[config.mk]
export PLATFORM = sky130hd
export DESIGN_NAME = output_arbiter_flat
export DESIGN_NICKNAME = d
export VERILOG_FILES = /design/src/rtl/output_arbiter_if.sv /design/src/rtl/output_arbiter.sv /design/src/flat_wrapper.sv
export SDC_FILE = /design/constraint.sdc
export NUM_CORES = 1
export LEC_CHECK = 0
export BUFFER_PORTS_ARGS = -buffer_cell sky130_fd_sc_hd__buf_2
export CORE_UTILIZATION = 45
export CTS_CLUSTER_SIZE = 8
export DETAILED_ROUTE_END_ITERATION = 12
export GPL_TIMING_DRIVEN = 0
export PLACE_DENSITY = 0.86
export SLEW_MARGIN = 20
export SYNTH_ARGS = -nofsm -noshare
export SYNTH_HDL_FRONTEND = slang
export SYNTH_SLANG_ARGS = --single-unit
[constraint.sdc]
create_clock -name router_clk -period 5.55 [get_ports router_clk]
set_input_delay 1.11 -clock router_clk [delete_from_list [all_inputs] [get_ports router_clk]]
set_output_delay 1.11 -clock router_clk [all_outputs]
set_load 0.01 [all_outputs]
[src/rtl/output_arbiter_if.sv]
// Output-port bundle: per-input requests and flits in, granted flit stream out.
interface output_arbiter_if #(
  parameter int PKT_CNT_W = 16
);
  logic [4:0]           req;
  logic [4:0]           in_val;
  logic [159:0]         data_in;
  logic                 out_full;
  logic [4:0]           gnt;
  logic [4:0]           rd;
  logic [31:0]          out_data;
  logic                 out_val;
  logic                 busy;
  logic [PKT_CNT_W-1:0] pkt_cnt;

  modport master (
    output req, in_val, data_in, out_full,
    input  gnt, rd, out_data, out_val, busy, pkt_cnt
  );

  modport slave (
    input  req, in_val, data_in, out_full,
    output gnt, rd, out_data, out_val, busy, pkt_cnt
  );
endinterface

[src/rtl/output_arbiter.sv]
// Wormhole round-robin arbiter for one router output port; grant one cycle after request,
// flit registered one cycle after pop; out_full or empty owner FIFO stalls with no pop.
module output_arbiter #(
  parameter int PKT_CNT_W = 16
) (
  input logic             router_clk,
  input logic             reset,
  output_arbiter_if.slave bus
);
  typedef enum logic {IDLE, BUSY} state_t;

  state_t               state, state_nxt;
  logic [2:0]           owner, owner_nxt;
  logic [2:0]           ptr, ptr_nxt;
  logic [2:0]           win;
  logic [3:0]           sum;
  logic                 found;
  logic [4:0]           gnt_q, gnt_nxt;
  logic [4:0]           rd_c;
  logic [31:0]          data_q, data_nxt;
  logic [31:0]          flit;
  logic                 val_q, val_nxt;
  logic                 xfer;
  logic [PKT_CNT_W-1:0] cnt_q, cnt_nxt;

  // First requester at or after ptr, wrapping modulo 5.
  always_comb begin
    win   = '0;
    found = 1'b0;
    sum   = '0;
    for (int k = 0; k < 5; k++) begin
      sum = {1'b0, ptr} + 4'(k);
      if (sum >= 4'd5) sum = sum - 4'd5;
      if (!found && bus.req[sum[2:0]]) begin
        found = 1'b1;
        win   = sum[2:0];
      end
    end
  end

  always_comb begin
    flit = bus.data_in[31:0];
    for (int i = 0; i < 5; i++) begin
      if (owner == 3'(i)) flit = bus.data_in[32*i +: 32];
    end
  end

  // gnt_q is the owner's one-hot while BUSY, so it doubles as the pop mask.
  assign xfer = (state == BUSY) && |(bus.in_val & gnt_q) && !bus.out_full;
  assign rd_c = xfer ? gnt_q : 5'b0;

  always_comb begin
    state_nxt = state;
    owner_nxt = owner;
    gnt_nxt   = gnt_q;
    ptr_nxt   = ptr;
    cnt_nxt   = cnt_q;
    data_nxt  = data_q;
    val_nxt   = 1'b0;
    case (state)
      IDLE: begin
        if (found) begin
          owner_nxt = win;
          gnt_nxt   = 5'b00001 << win;
          state_nxt = BUSY;
        end
      end
      BUSY: begin
        if (xfer) begin
          data_nxt = flit;
          val_nxt  = 1'b1;
          // Types 10 and 11 both have bit 30 set and close the packet.
          if (flit[30]) begin
            state_nxt = IDLE;
            gnt_nxt   = 5'b0;
            ptr_nxt   = (owner == 3'd4) ? 3'd0 : owner + 3'd1;
            cnt_nxt   = cnt_q + PKT_CNT_W'(1);
          end
        end
      end
      default: state_nxt = IDLE;
    endcase
  end

  always_ff @(posedge router_clk or negedge reset) begin
    if (!reset) begin
      state  <= IDLE;
      owner  <= '0;
      gnt_q  <= '0;
      ptr    <= '0;
      cnt_q  <= '0;
      data_q <= '0;
      val_q  <= 1'b0;
    end else begin
      state  <= state_nxt;
      owner  <= owner_nxt;
      gnt_q  <= gnt_nxt;
      ptr    <= ptr_nxt;
      cnt_q  <= cnt_nxt;
      data_q <= data_nxt;
      val_q  <= val_nxt;
    end
  end

  assign bus.gnt      = gnt_q;
  assign bus.rd       = rd_c;
  assign bus.out_data = data_q;
  assign bus.out_val  = val_q;
  assign bus.busy     = (state == BUSY);
  assign bus.pkt_cnt  = cnt_q;
endmodule

[src/flat_wrapper.sv]
// flat-port wrapper written by rule: the top's interface ports become plain ports
module output_arbiter_flat 
#(
  parameter int PKT_CNT_W = 16
)
  (router_clk, reset, bus_req, bus_in_val, bus_data_in, bus_out_full, bus_gnt, bus_rd, bus_out_data, bus_out_val, bus_busy, bus_pkt_cnt);
  output_arbiter_if #(.PKT_CNT_W(PKT_CNT_W)) bus_i ();
  input logic router_clk;
  input logic reset;
  input wire logic [$bits(bus_i.req)-1:0] bus_req;
  input wire logic [$bits(bus_i.in_val)-1:0] bus_in_val;
  input wire logic [$bits(bus_i.data_in)-1:0] bus_data_in;
  input wire logic [$bits(bus_i.out_full)-1:0] bus_out_full;
  output wire logic [$bits(bus_i.gnt)-1:0] bus_gnt;
  output wire logic [$bits(bus_i.rd)-1:0] bus_rd;
  output wire logic [$bits(bus_i.out_data)-1:0] bus_out_data;
  output wire logic [$bits(bus_i.out_val)-1:0] bus_out_val;
  output wire logic [$bits(bus_i.busy)-1:0] bus_busy;
  output wire logic [$bits(bus_i.pkt_cnt)-1:0] bus_pkt_cnt;
  assign bus_i.req = bus_req;
  assign bus_i.in_val = bus_in_val;
  assign bus_i.data_in = bus_data_in;
  assign bus_i.out_full = bus_out_full;
  assign bus_gnt = bus_i.gnt;
  assign bus_rd = bus_i.rd;
  assign bus_out_data = bus_i.out_data;
  assign bus_out_val = bus_i.out_val;
  assign bus_busy = bus_i.busy;
  assign bus_pkt_cnt = bus_i.pkt_cnt;
  output_arbiter #(.PKT_CNT_W(PKT_CNT_W)) u_core (.router_clk(router_clk), .reset(reset), .bus(bus_i));
endmodule
# Word level (Yosys, flattened, before mapping)
# Cells that the tools add are included.
# W data, S select, Z words.
op_classes:
  n_lt_le_gt_ge: 10
  add_sub_neg: 11
  n_shift: 1
  muxes: 41
  n_bitwise: 2
  n_reduce_logical: 16
  n_eq_ne: 7
ops:
  columns: ["op", "count"]
  rows:
  - ["$mux W32", 4]
  - ["$mux W3", 11]
  - ["$lt A3 B4 Y1 const B", 5]
  - ["$mux W5", 4]
  - ["$add A16 B1 Y16 const B", 1]
  - ["$ge A4 B3 Y1 const B", 4]
  - ["$bmux W1 S3", 5]
  - ["$mux W1", 15]
  - ["$sub A3 B3 Y3 const B", 5]
  - ["$pmux W5 S2", 1]
  - ["$add A3 B2 Y4 const B", 2]
  - ["$eq A3 B2 Y1 const B", 2]
  - ["$logic_and A1 B1 Y1", 6]
  - ["$reduce_and A3 Y1", 2]
  - ["$and A5 B5 Y5", 1]
  - ["$logic_not A1 Y1", 5]
  - ["$reduce_or A5 Y1", 1]
  - ["$shl A1 B3 Y5 const A", 1]
  - ["$add A3 B1 Y4 const B", 1]
  - ["$add A3 B3 Y4 const B", 1]
  - ["$ne A2 B2 Y1 const B", 2]
  - ["$reduce_and A2 Y1", 2]
  - ["$add A3 B1 Y3 const B", 1]
  - ["$eq A3 B1 Y1 const B", 1]
  - ["5 further kinds", 5]
totals:
  ff_bits: 61
  out_inout_bits: 60
  wordCells: 95
  in_bits: 173

# Logic depth before layout (Yosys ltp)
# Gate-level depths: netlist (run 1).
depth:
  ltp_word: 20
  depth_mapped: 14
  depth_no_buf: 12

# Worst setup path after synthesis (run 1)
# OpenSTA, ideal clock, no wires.
synth_timing:
  path_type: "input to output"
  from: "input port bus_in_val[4]"
  to: "output port bus_rd[0]"
  arrival_ns: 2.257
  path_stages: 5
  n_path_buf: 2
  t_required_ns: 4.440
  path_slack_ns: 2.183
  cell_sequence: "a222oi_1 -> a211o_1 -> clkbuf_1 -> clkbuf_1 -> nor2_1"
synth_between:
  elab_chain_cells: 5
synth_lines:
  columns: ["item", "line", "text"]
  rows:
  - ["start, declared", "flat_wrapper.sv:11", "input wire logic [$bits(bus_i.in_val)-1:0] bus_in_val;"]
  - ["$and A5 B5 Y5", "output_arbiter.sv:49", "assign xfer = (state == BUSY) && |(bus.in_val & gnt_q) && !bus.out_full;"]
  - ["$reduce_or A5 Y1", "output_arbiter.sv:49", null]
  - ["$logic_and A1 B1 Y1 (2 in series)", "output_arbiter.sv:49", null]
  - ["$mux W5", "output_arbiter.sv:50", "assign rd_c = xfer ? gnt_q : 5'b0;"]
  - ["end, declared", "flat_wrapper.sv:15", "output wire logic [$bits(bus_i.rd)-1:0] bus_rd;"]
# No other way between the ends.

# Worst setup path in the final report (run 1)
layout_timing:
  from: "input port bus_in_val[4]"
  to: "output port bus_rd[1]"
# Same word-level chain as after synthesis.

==> impl_metrics.py, run 1 <==
metrics = {
    "synthesis": {
        "syn_inst": 601,
        "synth-compound-area-share": 0.2606,
        "synth_fa_ha_area_frac": 0.03775,
        "syn_nets": 788,
        "async_reset_ff_frac": 1.000,
        "muxShareOfSynthArea": 0.1042,
        "synth_edf_count": 0,
        "synth-seq-cells": 61,
        "synth-simple-area-share": 0.1905,
        "avgSynthCellArea_um2": 8.053,
        "ys_types": 67,
        "synth_top_family_by_area": "compound AO/OA/AOI/OAI gates",
        "synth_sequential_area_ratio": 0.3154,
        "netlist_area_mm2": 0.004840,
        "ys_warn_count": 0,
        "synth_ff_type": "dfrtp_1",
        "synth_xor_area_frac": 0.03438,
    },
    "layout": {
        "final_common_cell": "buf_2",
        "fin_area_mm2": 0.006372,
        "drive_gt1_frac": 0.3204,
        "final_cell_mix": "buf_2, nand2_1, o21ai_0",
        "antennaDiodeCount": 0,
        "num-nets-final": 1031,
        "area_growth_pct": 31.67,
    },
    "die": {
        "die_h_um": 105.7,
        "core_area_mm2": 0.01037,
        "start_util": 0.4667,
        "io_pins": 233,
        "rows": 37,
        "die_area_mm2": 0.01117,
        "die_width_um": 105.7,
    },
    "setup_path": {
        "reg2reg_depth": 12,
        "r2r_slack_ns": 1.73,
        "required_ns": 4.44,
        "crit_start": "bus_in_val[4]",
        "path_max_fanout": 10,
        "critical_path_arrival_ns": 2.83,
        "crit_type": "input pin to primary output",
        "r2r-end": "u_core.bus.gnt[0]$_DFFE_PN0P_",
        "r2r-start": "u_core.ptr[0]$_DFFE_PN0P_",
        "crit_path_end_kind": "primary output",
        "cp-start-kind": "input pin",
    },
    "timing": {
        "worst_pin_slew_ns": 0.8230,
        "fin_crit_sh": 0.7096,
        "hold_viol": 0,
        "slew_headroom": 0.4514,
        "rsz0062_at_grt": "false",
        "setup_violations": 0,
        "drv_slew": 0,
        "fin_skew_ns": 0.01158,
        "tns_ns": 0,
        "min_period_ns": 3.939,
        "timing.fmax_ghz": 0.2539,
    },
    "clock_tree": {
        "cts_tree": "built",
        "htreeDepth": 3,
        "cts_resized": 0,
        "cts_buffers": 9,
        "cts_hold_buf": 0,
        "root_buffer": "clkbuf_8",
        "worstSkewPairLatency_ns": 0.35,
        "cts_setup_buffers": 0,
        "ctsLongestPathBuffers": 2,
        "clk_pin_slew_worst_paths_ns": 0.08,
        "cts_sinks": 61,
    },
    "min_path": {
        "hold_class": "flop to flop",
        "hold_path_depth": 2,
        "min_from": "u_core.bus.out_data[30]$_DFFE_PN0P_",
        "hold_end": "u_core.bus.out_data[30]$_DFFE_PN0P_",
    },
    "grt": {
        "grt_first_pass_wirelength_um": 25830,
        "grt_max_degree": 62,
        "antenna_found_initial": 0,
        "grt_pass1_vias": 5058,
        "overflow": 0,
        "grtUsageTotal": 0.2990,
    },
    "detailed_routing": {
        "routed_wl_um": 17010,
        "top_layer": "met4",
        "drc": 0,
        "m1WireLength_um": 6781,
        "routed-via-count": 5518,
        "drtIter0Drc": 418,
        "wire_per_inst_um": 17.27,
        "route.met2.wl_um": 8281,
        "ant_nets": 0,
        "dr.pass1.iters": 5,
        "vias_per_cell": 5.602,
        "route.met3.wl_um": 1370,
    },
    "power_and_ir_drop": {
        "ir_worst_vdd_mv": 0.2880,
        "power_per_cell_area_mw_per_mm2": 594.3,
        "power.leakage_nw": 3.202,
    },
    "placed_design": {
        "post_dp_cell_area_mm2": 0.006173,
        "portBuffers": 232,
        "place_hpwl_um": 13760,
        "place.gp.congestion": 0.9698,
    },
    "outcome": {
        "outcome": "finished clean",
    },
    "job": {
        "cap_violations": 0,
    },
}
-- layer usage --
metal  track usage  vias to the layer above
met1        0.3854                     2552
met5             0                        -
met2        0.4935                      266
li1              -                     2660
met4        0.1230                        0
met3       0.05318                       40
-- synth_stat cells, types with 2 or more instances --
library cell	n	share of area
and2_1	7	0.0090
nand2_1	84	0.065
nand2b_1	11	0.014
ha_1	13	0.034
o22ai_1	7	0.0090
nand3_1	5	0.0052
xor2_1	4	0.0072
o21a_1	2	0.0031
nor2_1	52	0.040
nor3_1	5	0.0052
a21o_1	2	0.0031
and3b_1	2	0.0036
o32ai_1	3	0.0054
or3b_1	4	0.0072
buf_6	4	0.0093
a211oi_1	31	0.048
a2111oi_0	2	0.0036
o211ai_1	4	0.0062
o31ai_1	2	0.0031
clkbuf_1	27	0.021
dfrtp_1	61	0.32
mux2i_1	41	0.085
a31oi_1	2	0.0026
a21oi_1	43	0.044
mux2_2	3	0.0070
a311o_1	2	0.0041
mux4_2	2	0.0093
o21ai_0	68	0.070
a21oi_2	3	0.0054
nand3b_1	3	0.0047
buf_2	5	0.0052
o22a_1	3	0.0054
nand4_1	11	0.014
inv_1	17	0.013
buf_1	9	0.0070
and3_1	6	0.0078
xnor2_1	15	0.027
a32o_1	2	0.0041
nor2b_1	3	0.0039
a211o_1	3	0.0054
o211a_1	2	0.0041
-- where the power goes --
| group | switching (mW) | internal, mW |
|---|---|---|
| sequential | 0.121 | 0.611 |
| combinational | 1.57 | 1.09 |
| clock | 0.187 | 0.210 |
| total | 1.88 | 1.91 |
-- layout make-up --
type | instances | area (um^2)
Multi-Input combinational cell | 477 | 3037
Timing Repair Buffer | 232 | 1164
Tap cell | 136 | 170.2
Clock buffer | 10 | 127.6
Fill cell | 990 | 3998
Inverter | 17 | 63.81
Clock inverter | 6 | 71.32
Sequential cell | 61 | 1526
Buffer | 46 | 212.7
-- state kept, by name (all words and copies together) (netlist names) --
| name | flops |
|---|---|
| u_core.ptr | 3 |
| u_core.owner | 3 |
| u_core.bus.gnt | 5 |
| u_core.bus.out_data | 32 |
| u_core.bus.busy | 1 |
| u_core.bus.out_val | 1 |
| u_core.bus.pkt_cnt | 16 |
-- through the flow --
stage | util | instances | worst slack (ns) | total power, mW | hold WS [ns]
floorplan | - | 601 | 2.183 | 2.630 | 0.5028
global placement | 0.5951 | 969 | 1.623 | 3.287 | 0.4532
detailed placement | 0.5953 | 969 | 1.573 | 3.350 | 0.4626
CTS | 0.6145 | 985 | 1.594 | 3.750 | 0.4803
global route | 0.6145 | 985 | 1.427 | 4.100 | 0.5024
finish | 0.6145 | 985 | 1.611 | 3.787 | 0.4768
-- logic make-up after synthesis --
kind of cell / count (synthesis)
DFF: 61
and+or+nand+nor: 199
AOI/OAI and AO/OA: 198
xor gates and xnor gates: 19
adders and majority gates: 14
muxes: 47
buffers and inverters: 63
-- worst max path at each step --
stage,depth (start not counted),endpoint
6_report,7,bus_rd[1]
5_1_grt,12,u_core.bus.gnt[0]$_DFFE_PN0P_
4_1_cts,7,bus_rd[1]
3_5_place_dp,7,bus_rd[1]
3_3_place_gp,7,bus_rd[1]
2_1_floorplan,5,bus_rd[0]
-- critical path, cell delays in order --
cell and delay, ns:
buf_2 0.10, a222oi_1 0.33, a211o_1 0.27, clkbuf_1 0.39
clkbuf_1 0.38, nor2_1 0.09, buf_2 0.15
No activity file was read; power rests on OpenSTA's default activity.
==> inputs of run 2 (changes only) <==
--- a/config.mk
+++ b/config.mk
@@ -6,7 +6,7 @@
 export NUM_CORES = 1
 export LEC_CHECK = 0
 export BUFFER_PORTS_ARGS = -buffer_cell sky130_fd_sc_hd__buf_2
-export CORE_UTILIZATION = 45
+export CORE_UTILIZATION = 43
 export CTS_CLUSTER_SIZE = 8
 export DETAILED_ROUTE_END_ITERATION = 12
 export GPL_TIMING_DRIVEN = 0
==> constraint.sdc (replaced) <==
create_clock -name router_clk -period 3.3 [get_ports router_clk]
set_input_delay 0.66 -clock router_clk [delete_from_list [all_inputs] [get_ports router_clk]]
set_output_delay 0.66 -clock router_clk [all_outputs]
set_load 0.01 [all_outputs]
==> impl_metrics.py, run 2 (same netlist as run 1, synthesis figures left out) <==
metrics = {
    "detailed_routing": {
        "wire_per_inst_um": 16.64,
        "vias_per_cell": 5.589,
        "route.met3.wl_um": 1132,
        "drtIter0Drc": 470,
        "routed_wl_um": 16720,
        "routed-via-count": 5617,
        "m1WireLength_um": 6216,
        "top_layer": "met4",
        "route.met2.wl_um": 8729,
        "drc": 0,
        "dr.pass1.iters": 5,
        "ant_nets": 0,
    },
    "setup_path": {
        "path_max_fanout": 5,
        "critical_path_arrival_ns": 3.47,
        "max_stage_delay_ns": 0.49,
        "required_ns": 3.54,
        "cp-start-kind": "flop",
        "crit_type": "flop to flop",
        "cp_cell_sequence": "clkinvlp_4 > ha_1 > inv_1 > fa_2 > a21oi_4 > buf_4 > mux2i_2 > a311oi_1 > o211ai_1 > or4b_4 > a32oi_2 > o22ai_1 > o32ai_1",
        "crit_slowest_cell": "or4b_4",
        "crit_path_end_kind": "flop",
    },
    "power_and_ir_drop": {
        "power.leakage_nw": 3.312,
        "sequentialPowerShare": 0.174,
        "power.total_mw": 7.066,
        "p_switching_mw": 3.338,
        "p_sw_frac": 0.4724,
        "p_int_mw": 3.728,
        "power_frac_comb": 0.712,
        "pwr-share-clk": 0.114,
        "power_per_cell_area_mw_per_mm2": 1060,
        "ir_worst_vdd_mv": 0.8685,
    },
    "placed_design": {
        "place_hpwl_um": 12790,
        "portBuffers": 232,
        "post_dp_cell_area_mm2": 0.006178,
        "place.gp.congestion": 0.9395,
        "dpl_worst_slack_ns": -0.4502,
    },
    "clock_tree": {
        "cts_tree": "built",
        "ctsLongestPathBuffers": 2,
        "clk_pin_slew_worst_paths_ns": 0.07,
        "root_buffer": "clkbuf_8",
        "cts_hold_buf": 0,
        "htreeDepth": 3,
        "cts_buffers": 9,
        "cts_sinks": 61,
        "worstSkewPairLatency_ns": 0.34,
    },
    "die": {
        "core_area_mm2": 0.01089,
        "die_area_mm2": 0.01168,
        "die_h_um": 108.1,
        "io_pins": 233,
        "start_util": 0.4445,
        "rows": 38,
        "die_width_um": 108.1,
    },
    "timing": {
        "drv_slew": 0,
        "hold_viol": 0,
        "fin_skew_ns": 0.007359,
        "min_period_ns": 3.235,
        "setup_violations": 0,
        "slew_headroom": 0.4984,
        "worst_pin_slew_ns": 0.7524,
        "whs_ns": 0.3758,
        "rsz0062_at_grt": "true",
        "timing.fmax_ghz": 0.3091,
        "timing.final.ws_setup_ns": 0.06526,
        "fin_crit_sh": 0.9802,
    },
    "layout": {
        "fin_area_mm2": 0.006665,
        "antennaDiodeCount": 0,
        "largest_reg_flops": 32,
        "final_cell_mix": "buf_2, nand2_1, o21ai_0",
        "nFillCells": 958,
        "drive_gt1_frac": 0.3526,
        "num-nets-final": 1047,
        "final_common_cell": "buf_2",
        "area_growth_pct": 37.72,
    },
    "grt": {
        "overflow": 0,
        "grt_pass1_vias": 5289,
        "grtUsageTotal": 0.2776,
        "grt_max_degree": 62,
        "antenna_found_initial": 0,
        "grt_first_pass_wirelength_um": 25160,
    },
    "outcome": {
        "outcome": "finished clean",
    },
    "job": {
        "cap_violations": 0,
    },
    "min_path": {
        "hold_class": "input pin to asynchronous set/reset pin",
    },
}
## run 2: area by class of cell
type / count / area (um^2) / area share
clock buffer: 12 / 145.1 / 0.02178
buffer: 44 / 220.2 / 0.03304
clock inverter: 4 / 95.09 / 0.01427
tap: 140 / 175.2 / 0.02628
sequential: 61 / 1529 / 0.2294
multi-input combinational: 477 / 3127 / 0.4691
inverter: 17 / 75.07 / 0.01126
timing repair buffer: 250 / 1299 / 0.1949
## run 2: critical path: cells and delay by family (launching register included)
| kind | cells | cell delay, ns |
|---|---|---|
| DFF | 1 | 0.44 |
| muxes | 1 | 0.26 |
| adders and majority gates | 2 | 0.53 |
| and+or+nand+nor | 1 | 0.49 |
| AOI/OAI and AO/OA | 6 | 1.09 |
| buffers and inverters | 3 | 0.32 |
## run 2: power groups by stage
stage,Clock [mW],Sequential [mW],Combinational (mW)
after global placement,0,1.23,4.29
after global routing,0.843,1.26,5.47
final,0.805,1.23,5.03
after floorplan,0,1.32,3.10
after detailed placement,0,1.24,4.38
after CTS,0.813,1.24,4.63
## run 2: path summary, 6_finish.rpt
| kind | cells past startpoint | to | slack [ns] | start |
|---|---|---|---|---|
| hold / removal | 1 | u_core.bus.pkt_cnt[10]$_DFFE_PN0P_ | 0.38 | reset |
| hold reg to reg | 2 | u_core.bus.out_data[17]$_DFFE_PN0P_ | 0.48 | u_core.bus.out_data[17]$_DFFE_PN0P_ |
| setup reg to reg | 13 | u_core.bus.gnt[0]$_DFFE_PN0P_ | 0.07 | u_core.ptr[0]$_DFFE_PN0P_ |
| setup / recovery | 13 | u_core.bus.gnt[0]$_DFFE_PN0P_ | 0.07 | u_core.ptr[0]$_DFFE_PN0P_ |
| min in group router_clk | 2 | u_core.bus.out_data[17]$_DFFE_PN0P_ | 0.48 | u_core.bus.out_data[17]$_DFFE_PN0P_ |
| max in group asynchronous | 1 | u_core.ptr[1]$_DFFE_PN0P_ | 2.38 | reset |
## run 2: per-stage QoR
stage            util  setup TNS, ns  instances
4_1_cts        0.6012              0        997
5_1_grt        0.6122        -0.1911       1005
3_5_place_dp   0.5675         -2.369        973
2_1_floorplan       -              0        601
6_report       0.6122              0       1005
3_3_place_gp   0.5672         -1.844        973
## run 2: what timing repair did
action                     CTS  global route
setup buffers                8            10
setup endpoints to repair    9            14
pin swaps                    0             5
gates resized for setup     16            13
## run 2: layer usage
layer	up-vias	global-route usage
li1	2684	-
met5	-	0
met2	288	0.5005
met1	2587	0.3184
met3	58	0.04159
met4	0	0.1370
==> inputs of run 3 (changes only) <==
--- a/config.mk
+++ b/config.mk
@@ -6,11 +6,12 @@
 export NUM_CORES = 1
 export LEC_CHECK = 0
 export BUFFER_PORTS_ARGS = -buffer_cell sky130_fd_sc_hd__buf_2
-export CORE_UTILIZATION = 43
+export CORE_UTILIZATION = 44
+export CTS_BUF_LIST = sky130_fd_sc_hd__clkbuf_4 sky130_fd_sc_hd__clkbuf_8
 export CTS_CLUSTER_SIZE = 8
 export DETAILED_ROUTE_END_ITERATION = 12
 export GPL_TIMING_DRIVEN = 0
-export PLACE_DENSITY = 0.86
+export PLACE_DENSITY = 0.88
 export SLEW_MARGIN = 20
 export SYNTH_ARGS = -nofsm -noshare
 export SYNTH_HDL_FRONTEND = slang
==> impl_metrics.py, run 3 (same netlist as run 1, synthesis figures left out) <==
metrics = {
    "power_and_ir_drop": {
        "power_per_cell_area_mw_per_mm2": 1037,
        "ir_worst_vdd_mv": 0.6502,
        "power.total_mw": 6.821,
        "power.leakage_nw": 3.269,
    },
    "placed_design": {
        "dpl_worst_slack_ns": -0.4524,
        "portBuffers": 232,
        "place_hpwl_um": 12810,
        "place.gp.congestion": 0.9454,
        "dp.cells": 969,
    },
    "clock_tree": {
        "ctsLongestPathBuffers": 2,
        "htreeDepth": 3,
        "cts_hold_buf": 0,
        "root_buffer": "clkbuf_8",
        "cts_sinks": 61,
        "cts_tree": "built",
        "clk_pin_slew_worst_paths_ns": 0.07,
        "worstSkewPairLatency_ns": 0.33,
        "cts_buffers": 9,
    },
    "timing": {
        "slew_headroom": 0.5036,
        "hold_viol": 0,
        "timing.final.ws_setup_ns": 0.01359,
        "setup_violations": 0,
        "worst_pin_slew_ns": 0.7446,
        "timing.fmax_ghz": 0.3043,
        "fin_crit_sh": 0.9959,
        "min_period_ns": 3.286,
        "fin_skew_ns": 0.009371,
        "drv_slew": 0,
    },
    "setup_path": {
        "max_stage_delay_ns": 0.46,
        "reg2reg_depth": 11,
        "critical_path_arrival_ns": 3.50,
        "crit_type": "flop to flop",
        "crit_slowest_cell": "o41a_1",
        "crit_path_end_kind": "flop",
        "required_ns": 3.52,
        "cp_cell_sequence": "buf_6 > clkinvlp_4 > ha_4 > and3b_1 > o31ai_1 > xnor2_1 > nor2_2 > or3_4 > o41a_1 > buf_6 > mux2_4",
        "cp-start-kind": "flop",
        "crit_top_cell": "buf_6",
        "path_max_fanout": 10,
    },
    "die": {
        "core_area_mm2": 0.01051,
        "io_pins": 233,
        "start_util": 0.4605,
        "die_h_um": 106.9,
        "rows": 37,
        "die_area_mm2": 0.01142,
        "die_width_um": 106.9,
    },
    "grt": {
        "overflow": 0,
        "grt_first_pass_wirelength_um": 24700,
        "antenna_found_initial": 3,
        "grt_max_degree": 62,
        "grt_pass1_vias": 5194,
        "grtUsageTotal": 0.2755,
    },
    "detailed_routing": {
        "wire_per_inst_um": 16.44,
        "ant_nets": 0,
        "drc": 0,
        "routed-via-count": 5450,
        "drtIter0Drc": 428,
        "vias_per_cell": 5.472,
        "dr.pass1.iters": 5,
        "routed_wl_um": 16380,
    },
    "layout": {
        "final_cells": 996,
        "final_cell_mix": "buf_2, nand2_1, o21ai_0",
        "final_common_cell": "buf_2",
        "num-nets-final": 1040,
        "area_growth_pct": 35.86,
        "largest_reg_flops": 32,
        "drive_gt1_frac": 0.3512,
    },
    "outcome": {
        "outcome": "finished clean",
    },
    "job": {
        "cap_violations": 0,
    },
    "min_path": {
        "hold_class": "input pin to asynchronous set/reset pin",
    },
}
[run 3: area by class of cell]
| class | count | area (um^2) |
|---|---|---|
| diodes | 3 | 7.507 |
| plain buffers | 45 | 221.5 |
| clock inverters | 4 | 48.80 |
| multi-input cells | 477 | 3143 |
| flip-flops and latches | 61 | 1529 |
| repair buffers | 242 | 1239 |
| inverters | 17 | 71.32 |
| fillers | 909 | 3934 |
| clock buffers | 11 | 145.1 |
| well taps | 136 | 170.2 |
[run 3: path summary, 6_finish.rpt]
kind / startpoint / to / slack [ns]
min in group router_clk: u_core.bus.out_data[14]$_DFFE_PN0P_ / u_core.bus.out_data[14]$_DFFE_PN0P_ / 0.47
setup / recovery: u_core.ptr[1]$_DFFE_PN0P_ / u_core.owner[1]$_DFFE_PN0P_ / 0.01
hold / removal: reset / u_core.bus.pkt_cnt[15]$_DFFE_PN0P_ / 0.38
hold reg to reg: u_core.bus.out_data[14]$_DFFE_PN0P_ / u_core.bus.out_data[14]$_DFFE_PN0P_ / 0.47
max in group asynchronous: reset / u_core.ptr[1]$_DFFE_PN0P_ / 2.38
setup reg to reg: u_core.ptr[1]$_DFFE_PN0P_ / u_core.owner[1]$_DFFE_PN0P_ / 0.01
[run 3: worst max-delay path: cells and delay by family (launching register included)]
| family | cells | cell delay [ns] |
|---|---|---|
| buffers and inverters | 3 | 0.50 |
| adders and majority gates | 1 | 0.23 |
| muxes | 1 | 0.30 |
| xor gates and xnor gates | 1 | 0.25 |
| AOI/OAI and AO/OA | 2 | 0.75 |
| DFF | 1 | 0.41 |
| and+or+nand+nor | 3 | 0.72 |
[run 3: routing by layer]
layer | GRT usage | wire [um] | vias to the layer above
li1 | - | - | 2679
met1 | 0.3235 | 6649 | 2513
met2 | 0.5074 | 8647 | 229
met3 | 0.03222 | 731 | 29
met4 | 0.1096 | 350 | 0
met5 | 0 | 0 | -
[run 3: per-stage QoR]
step	hold WS (ns)	TNS (ns)	area, um^2	util
2_1_floorplan	0.3644	0	4840	-
3_3_place_gp	0.4565	-1.877	6171	0.5872
3_5_place_dp	0.4652	-2.348	6173	0.5875
4_1_cts	0.4099	0	6456	0.6144
5_1_grt	0.4503	-0.1199	6575	0.6257
6_report	0.3848	0	6575	0.6257
[run 3: timing repair]
| item | 4_1_cts | 5_1_grt |
|---|---|---|
| endpoints found under the setup margin | 9 | 9 |
| gates resized for setup | 12 | 19 |
| setup buffers | 7 | 3 |
| pin swaps | 2 | 2 |
[run 3: power by group]
group          leakage, nW  total [mW]  switching, mW  internal, mW
logic                 2.39        4.93           2.81          2.12
clock network        0.103       0.655          0.283         0.372
registers            0.773        1.24          0.206          1.03
